$ cat config.mk
export PLATFORM = sky130hd
export DESIGN_NAME = ps2_keyboard_rx_flat
export DESIGN_NICKNAME = d
export VERILOG_FILES = /design/src/rtl/ps2_keyboard_rx_if.sv /design/src/rtl/ps2_keyboard_rx.sv /design/src/flat_wrapper.sv
export SDC_FILE = /design/constraint.sdc
export NUM_CORES = 1
export LEC_CHECK = 0
export CAP_MARGIN = 10
export CORE_MARGIN = 3
export CORE_UTILIZATION = 40
export CTS_BUF_LIST = sky130_fd_sc_hd__clkbuf_8
export CTS_CLUSTER_DIAMETER = 40
export CTS_CLUSTER_SIZE = 30
export DETAILED_ROUTE_END_ITERATION = 8
export PLACE_DENSITY = 0.55
export SYNTH_ARGS = -nofsm -noshare
export SYNTH_HDL_FRONTEND = slang
export SYNTH_SLANG_ARGS = --single-unit
$ cat constraint.sdc
create_clock -name clk -period 2.56 [get_ports clk]
set_input_delay 0.512 -clock clk [delete_from_list [all_inputs] [get_ports clk]]
set_output_delay 0.512 -clock clk [all_outputs]
set_load 0.02 [all_outputs]
$ cat src/rtl/ps2_keyboard_rx_if.sv
// PS/2 keyboard receiver bundle: raw pins in, decoded key level and strobes out.
interface ps2_keyboard_rx_if;
    logic       ps2_clk;
    logic       ps2_data;
    logic [7:0] key_code;
    logic       key_ext;
    logic       key_event;
    logic       key_break;
    logic       frame_err;

    // Receiver side: samples the pins, produces key information.
    modport master (
        input  ps2_clk,
        input  ps2_data,
        output key_code,
        output key_ext,
        output key_event,
        output key_break,
        output frame_err
    );

    // Board / consumer side: drives the pins, reads key information.
    modport slave (
        output ps2_clk,
        output ps2_data,
        input  key_code,
        input  key_ext,
        input  key_event,
        input  key_break,
        input  frame_err
    );
endinterface

$ cat src/rtl/ps2_keyboard_rx.sv
// PS/2 keyboard receiver: pin synchronizers, ps2_clk glitch filter, 11-bit frame
// FSM with mid-frame timeout, and scan-code set 2 make/break (F0/E0) decoder.
module ps2_keyboard_rx #(
    parameter int FILTER_LEN     = 8,
    parameter int TIMEOUT_CYCLES = 25000
) (
    input  logic              clk,
    input  logic              reset,
    ps2_keyboard_rx_if.master bus
);
    localparam int FCW = (FILTER_LEN > 1) ? $clog2(FILTER_LEN) : 1;
    localparam int TCW = $clog2(TIMEOUT_CYCLES + 1);

    localparam logic [0:0] ST_IDLE  = 1'b0;
    localparam logic [0:0] ST_SHIFT = 1'b1;

    // Pin 0 = ps2_clk, pin 1 = ps2_data; both idle high on the bus.
    logic [1:0] pin_raw;
    logic [1:0] pin_sync;
    assign pin_raw = {bus.ps2_data, bus.ps2_clk};

    generate
        for (genvar gi = 0; gi < 2; gi++) begin : g_sync
            logic meta_reg;
            logic sync_reg;
            // Two-flop synchronizer for an asynchronous pin.
            always_ff @(posedge clk) begin
                if (reset) begin
                    meta_reg <= 1'b1;
                    sync_reg <= 1'b1;
                end else begin
                    meta_reg <= pin_raw[gi];
                    sync_reg <= meta_reg;
                end
            end
            assign pin_sync[gi] = sync_reg;
        end
    endgenerate

    logic clk_sync;
    logic data_sync;
    assign clk_sync  = pin_sync[0];
    assign data_sync = pin_sync[1];

    logic           filt_reg;
    logic           filt_d_reg;
    logic [FCW-1:0] fcnt_reg;
    logic           fall;

    // Glitch filter: follow the synchronized clock only after FILTER_LEN
    // consecutive samples disagree with the current filtered value.
    always_ff @(posedge clk) begin
        if (reset) begin
            filt_reg   <= 1'b1;
            filt_d_reg <= 1'b1;
            fcnt_reg   <= '0;
        end else begin
            filt_d_reg <= filt_reg;
            if (clk_sync == filt_reg) begin
                fcnt_reg <= '0;
            end else if (fcnt_reg == FCW'(FILTER_LEN - 1)) begin
                filt_reg <= clk_sync;
                fcnt_reg <= '0;
            end else begin
                fcnt_reg <= fcnt_reg + 1'b1;
            end
        end
    end

    assign fall = filt_d_reg & ~filt_reg;

    logic [0:0]     state_reg;
    logic [3:0]     bit_cnt_reg;
    logic [8:0]     shift_reg;
    logic [TCW-1:0] to_cnt_reg;
    logic           brk_reg;
    logic           ext_reg;
    logic [7:0]     key_code_reg;
    logic           key_ext_reg;
    logic           key_event_reg;
    logic           key_break_reg;
    logic           frame_err_reg;

    // At the stop-bit fall shift_reg holds {parity, data[7:0]}.
    logic [7:0] rx_byte;
    logic       frame_ok;
    assign rx_byte  = shift_reg[7:0];
    assign frame_ok = (^shift_reg) & data_sync;

    // Frame reception, timeout supervision and scan-code decode.
    always_ff @(posedge clk) begin
        if (reset) begin
            state_reg     <= ST_IDLE;
            bit_cnt_reg   <= '0;
            shift_reg     <= '0;
            to_cnt_reg    <= '0;
            brk_reg       <= 1'b0;
            ext_reg       <= 1'b0;
            key_code_reg  <= 8'h00;
            key_ext_reg   <= 1'b0;
            key_event_reg <= 1'b0;
            key_break_reg <= 1'b0;
            frame_err_reg <= 1'b0;
        end else begin
            key_event_reg <= 1'b0;
            key_break_reg <= 1'b0;
            frame_err_reg <= 1'b0;
            case (state_reg)
                ST_IDLE: begin
                    if (fall && !data_sync) begin
                        state_reg   <= ST_SHIFT;
                        bit_cnt_reg <= '0;
                        to_cnt_reg  <= TCW'(1);
                    end
                end
                ST_SHIFT: begin
                    if (fall) begin
                        to_cnt_reg <= TCW'(1);
                        if (bit_cnt_reg == 4'd9) begin
                            state_reg <= ST_IDLE;
                            if (!frame_ok) begin
                                frame_err_reg <= 1'b1;
                                brk_reg       <= 1'b0;
                                ext_reg       <= 1'b0;
                            end else if (rx_byte == 8'hF0) begin
                                brk_reg <= 1'b1;
                            end else if (rx_byte == 8'hE0) begin
                                ext_reg <= 1'b1;
                            end else begin
                                key_event_reg <= 1'b1;
                                brk_reg       <= 1'b0;
                                ext_reg       <= 1'b0;
                                if (brk_reg) begin
                                    // Releasing a key other than the held one leaves the level alone.
                                    key_break_reg <= 1'b1;
                                    if (rx_byte == key_code_reg) begin
                                        key_code_reg <= 8'h00;
                                        key_ext_reg  <= 1'b0;
                                    end
                                end else begin
                                    key_code_reg <= rx_byte;
                                    key_ext_reg  <= ext_reg;
                                end
                            end
                        end else begin
                            shift_reg   <= {data_sync, shift_reg[8:1]};
                            bit_cnt_reg <= bit_cnt_reg + 1'b1;
                        end
                    end else if (to_cnt_reg == TCW'(TIMEOUT_CYCLES - 1)) begin
                        frame_err_reg <= 1'b1;
                        state_reg     <= ST_IDLE;
                        brk_reg       <= 1'b0;
                        ext_reg       <= 1'b0;
                    end else begin
                        to_cnt_reg <= to_cnt_reg + 1'b1;
                    end
                end
                default: state_reg <= ST_IDLE;
            endcase
        end
    end

    assign bus.key_code  = key_code_reg;
    assign bus.key_ext   = key_ext_reg;
    assign bus.key_event = key_event_reg;
    assign bus.key_break = key_break_reg;
    assign bus.frame_err = frame_err_reg;
endmodule

$ cat src/flat_wrapper.sv
// flat-port wrapper written by rule: the top's interface ports become plain ports
module ps2_keyboard_rx_flat 
#(
    parameter int FILTER_LEN     = 8,
    parameter int TIMEOUT_CYCLES = 25000
)
  (clk, reset, bus_ps2_clk, bus_ps2_data, bus_key_code, bus_key_ext, bus_key_event, bus_key_break, bus_frame_err);
  ps2_keyboard_rx_if bus_i ();
  input  logic clk;
  input  logic reset;
  input wire logic [$bits(bus_i.ps2_clk)-1:0] bus_ps2_clk;
  input wire logic [$bits(bus_i.ps2_data)-1:0] bus_ps2_data;
  output wire logic [$bits(bus_i.key_code)-1:0] bus_key_code;
  output wire logic [$bits(bus_i.key_ext)-1:0] bus_key_ext;
  output wire logic [$bits(bus_i.key_event)-1:0] bus_key_event;
  output wire logic [$bits(bus_i.key_break)-1:0] bus_key_break;
  output wire logic [$bits(bus_i.frame_err)-1:0] bus_frame_err;
  assign bus_i.ps2_clk = bus_ps2_clk;
  assign bus_i.ps2_data = bus_ps2_data;
  assign bus_key_code = bus_i.key_code;
  assign bus_key_ext = bus_i.key_ext;
  assign bus_key_event = bus_i.key_event;
  assign bus_key_break = bus_i.key_break;
  assign bus_frame_err = bus_i.frame_err;
  ps2_keyboard_rx #(.FILTER_LEN(FILTER_LEN), .TIMEOUT_CYCLES(TIMEOUT_CYCLES)) u_core (.clk(clk), .reset(reset), .bus(bus_i));
endmodule
# Yosys cells after proc, flatten, opt, wreduce, memory -nomap -nowiden
# Cells that the tools add are included.
[word_totals] regBits=52 latch_bits=0 ramBits=0 mem_bits_ro=0 inputBits=4 output_inout_bits=12 word_cells=95 mem_count=0
[op_classes] n_addsub=3 multipliers=0 div_mod_pow=0 magnitude_cmp=0 eq_ne=15 shift=0 n_mux=34 bitwise_logic=10 n_reduce_logical=15
[op_table] operator="$mux 15" n=3
[op_table] operator="$pmux 15 s2" n=1
[op_table] operator="$mux 1" n=23
[op_table] operator="$eq 8x8->1 const B" n=2
[op_table] operator="$mux 8" n=2
[op_table] operator="$add 15x1->15 const B" n=1
[op_table] operator="$eq 15x15->1 const B" n=1
[op_table] operator="$mux 4" n=3
[op_table] operator="$reduce_xor 9->1" n=1
[op_table] operator="$eq 8x8->1" n=1
[op_table] operator="$not 1->1" n=8
[op_table] operator="$pmux 4 s2" n=1
[op_table] operator="$reduce_and 4->1" n=2
[op_table] operator="$reduce_and 7->1" n=1
[op_table] operator="$reduce_or 7->1" n=1
[op_table] operator="$ne 2x2->1 const B" n=3
[op_table] operator="$reduce_and 3->1" n=2
[op_table] operator="$reduce_or 6->1" n=1
[op_table] operator="$add 4x1->4 const B" n=1
[op_table] operator="$eq 4x4->1 const B" n=1
[op_table] operator="$ne 2x1->1 const B" n=2
[op_table] operator="$ne 4x4->1 const B" n=1
[op_table] operator="$reduce_and 2->1" n=2
[op_table] operator="$add 3x1->3 const B" n=1
[op_table] operator="11 further kinds" n=12

# Logic depth before layout (Yosys ltp)
[depth] word_depth=6 mapped_depth=8 ltp_nobuf=7

# Least setup slack after synthesis
# Ideal clock, no wire load.
[synth_timing] kind="flip-flop to flip-flop" start="register u_core.shift_reg[6]" end="register u_core.key_code_reg[0] (netlist: u_core.bus.key_code[0])" setup_time_ns=0.146 arrival_time_ns=1.871 slack_ns=0.543 path_stages_with_launch=7 period_less_slack_ns=2.017 path_cell_list="dfxtp_1 > ha_1 > xnor3_1 > xor2_1 > nand4b_1 > a21oi_1 > o32ai_1"
[synth_between] elab_chain_cells=3 elab_cells_between_ends=9 classes_between="eq/ne (4); bitwise (3); reduce/logical (2)"
[synth_lines] element="start, declared" line="ps2_keyboard_rx.sv:74" rtl="logic [8:0] shift_reg;"
[synth_lines] element="start signal, assigned" line="ps2_keyboard_rx.sv:146" rtl="shift_reg <= {data_sync, shift_reg[8:1]};"
[synth_lines] element="$eq 8x8->1 (tied with other cells)" line="ps2_keyboard_rx.sv:136" rtl="if (rx_byte == key_code_reg) begin"
[synth_lines] element="$ne 2x2->1 (no source line) (tied with other cells)"
[synth_lines] element="$reduce_and 7->1 (no source line) *"
[synth_lines] element="end signal, assigned" line="ps2_keyboard_rx.sv:141" rtl="key_code_reg <= rx_byte;"
[synth_lines] element="end, declared" line="ps2_keyboard_rx.sv:78" rtl="logic [7:0] key_code_reg;"
# Every way passes the cells marked *; elsewhere a longest branch is shown, timed or not.
# A chain may end at the register's enable or synchronous reset.

# Final worst setup path
[layout_timing] start="register u_core.shift_reg[6]" end="register u_core.key_code_reg[1] (netlist: u_core.bus.key_code[1])"
# Same word-level chain as after synthesis.

==> results.py <==
metrics = {
    "run_status": {
        "status": "finished, final reports clean",
    },
    "clock_network": {
        "h-tree-depth": 2,
        "clockBufferDepth": 2,
        "cts_sinks": 52,
        "insertion_delay_ns": 0.29,
        "cts_tree": "built",
        "cts_buffers": 5,
        "holdBufCountCts": 0,
        "cts_resized": 0,
        "cts_root_buf": "clkbuf_8",
        "clk_pin_slew_ns": 0.09,
        "post_cts_buffers": 0,
    },
    "setup_path": {
        "critPathSlowestCell": "or2_0",
        "worstPathRequired_ns": 2.76,
        "slowest_delay_ns": 0.45,
        "worstSetupPathType": "register to register",
        "start_kind": "register",
        "worstPathArrival_ns": 2.54,
        "path_cells": "ha_1 -> xnor3_1 -> xor2_1 -> nand4b_1 -> or2_0 -> o32ai_1",
        "cp_max_fo": 9,
        "critical_path.top_delay_family": "simple AND/OR/NAND/NOR gates",
        "path_buf_inv": 0,
        "worstSetupEndpointType": "register",
    },
    "finish": {
        "nets": 297,
        "area_delta_synth_final_pct": 13.8,
        "largest_reg_flops": 15,
        "layout-drive-gt1-share_pct": 9.15,
        "final_area_um2": 2800,
        "antenna_cells": 0,
    },
    "timing": {
        "setup_viol": 0,
        "fin_skew_ns": 0.00545,
        "rsz0062_at_grt": "false",
        "final_hold_viol_count": 0,
        "fmax_ghz": 0.426,
        "fin_crit_sh_pct": 91.6,
        "worst_pin_slew_ns": 0.717,
        "report.final.slew_viol_count": 0,
        "slew_headroom_pct": 51.5,
        "fin_setup_tns_ns": 0,
        "fin_crit_ns": 2.35,
    },
    "synth": {
        "syn-instance-count": 263,
        "synth-seq-cells": 52,
        "syn_avg_cell_area_um2": 9.34,
        "ys.flop_type": "dfxtp_1",
        "synth-edff-count": 0,
        "syn_area_um2": 2460,
        "synth-warning-count": 0,
        "syn-num-nets": 277,
        "synth.distinct_cells": 48,
        "async_reset_ff_share_pct": 0,
        "ys_seq_area_share_pct": 42.4,
    },
    "floorplanning": {
        "die_area_um2": 7120,
        "initial_core_util_pct": 43.0,
        "die_height_um": 84.4,
        "fp.coreArea_um2": 5710,
        "die_x_um": 84.4,
        "rows": 27,
        "num_io_pins": 16,
    },
    "power": {
        "p_leak_nw": 0.989,
        "power_mw": 1.32,
        "ir_drop_mv": 0.291,
        "powerDensity_nw_per_um2": 472,
    },
    "route": {
        "routed_wl_mm": 5.10,
        "dr.pass1.iters": 4,
        "drt_iter0_drc": 143,
        "dr_total_vias": 1864,
        "drtAntennaViolNets": 0,
        "viasPerCell": 5.24,
        "wl_per_cell_um": 14.3,
        "drc": 0,
    },
    "global_routing": {
        "grt_max_degree": 27,
        "grtUsageTotal_pct": 15.0,
        "grt_pass1_wl_mm": 8.85,
        "antenna_found_initial": 0,
        "grt_pass1_vias": 1755,
        "grt-ovfl-total": 0,
    },
    "hold_path": {
        "hp-class": "register to register",
    },
    "place": {
        "placed_cell_area_um2": 2700,
        "hpwl_mm": 3.65,
        "place.gp.congestion": 0.819,
        "portBuffers": 15,
    },
    "run": {
        "maxCapViolCount": 0,
    },
}
where the power goes:
part | internal (mW) | switching (mW) | total, mW
registers | 0.811 | 0.00162 | 0.813
clock network | 0.216 | 0.263 | 0.479
logic | 0.00909 | 0.0175 | 0.0266
final cells by class:
class	instances	area, µm²
fillers	567	2910
multi-input cells	189	1330
flip-flops and latches	52	1040
repair buffers	21	195
well taps	72	90.1
clock buffers	6	82.6
inverters	14	52.6
clock inverters	2	10.0
logic make-up after synthesis:
family	synth area share, %
multiplexers	4.48
flip-flops	42.4
AO/OA/AOI/OAI	11.7
adder cells (fa/ha/maj)	5.09
XOR/XNOR	8.76
buffers and inverters	3.72
AND/OR/NAND/NOR	23.9
layer usage:
layer	share of wire, %	vias up	GRT usage, %
li1	-	974	-
met1	57	850	24.4
met2	38	35	19.9
met3	4.5	5	2.75
met4	0.82	0	3.88
met5	0	-	0
worst paths after layout:
path,slack (ns),depth (start not counted),to,start
max reg2reg,0.21,6,u_core.bus.key_code[1],u_core.shift_reg[6]
max,0.21,6,u_core.bus.key_code[1],u_core.shift_reg[6]
min reg2reg,0.41,1,u_core.data_sync,u_core.g_sync[1].meta_reg
min,0.41,1,u_core.data_sync,u_core.g_sync[1].meta_reg
placed cells by master (no fill, tap or decap), drive strengths merged, types with 4 or more instances in the layout:
master / synthesis / routed
nand2: 21 / 21
buf: 2 / 6
nand4: 5 / 5
inv: 14 / 14
o32ai: 9 / 9
nand3: 7 / 7
and2: 4 / 4
o21ai: 4 / 4
or2: 7 / 7
mux2i: 11 / 11
a21oi: 10 / 10
clkdlybuf4s50: 0 / 15
clkbuf: 6 / 6
nor4: 6 / 6
xor2: 13 / 13
dfxtp: 52 / 52
nor2: 29 / 29
ha: 10 / 10
nor3: 8 / 8
xnor2: 9 / 9
cell usage after synthesis, types with 2 or more instances:
cell type	instances	area [µm²]
nor2_1	29	109
and2_4	2	17.5
inv_1	14	52.6
or4_1	2	15.0
nand3b_1	2	15.0
nand2_1	21	78.8
nand3_1	7	35.0
and4b_1	2	20.0
nand4_1	5	31.3
xor2_1	13	114
a211oi_1	3	22.5
dfxtp_1	52	1040
mux2i_1	11	110
nor4_1	5	31.3
nor2b_1	2	12.5
xnor2_1	9	78.8
a21boi_0	3	22.5
clkbuf_1	6	22.5
o32ai_1	9	78.8
nand2b_1	2	12.5
ha_1	10	125
o21ai_0	3	15.0
nor3_1	8	40.0
and2_1	2	12.5
a21oi_1	10	50.1
or2_2	6	37.5
nand4b_1	2	17.5
a311oi_1	2	17.5
or3_1	2	12.5
stage by stage:
stage               utilization, %  std cells  setup slack [ns]  hold slack [ns]
floorplan                        -        263             0.543            0.389
global placement              47.4        348             0.351            0.398
detailed placement            47.4        348             0.252            0.398
CTS                           49.0        356             0.233            0.421
global route                  49.0        356           0.00781            0.427
finish                        49.0        356             0.215            0.412
Power figures use the tool's default switching activity.
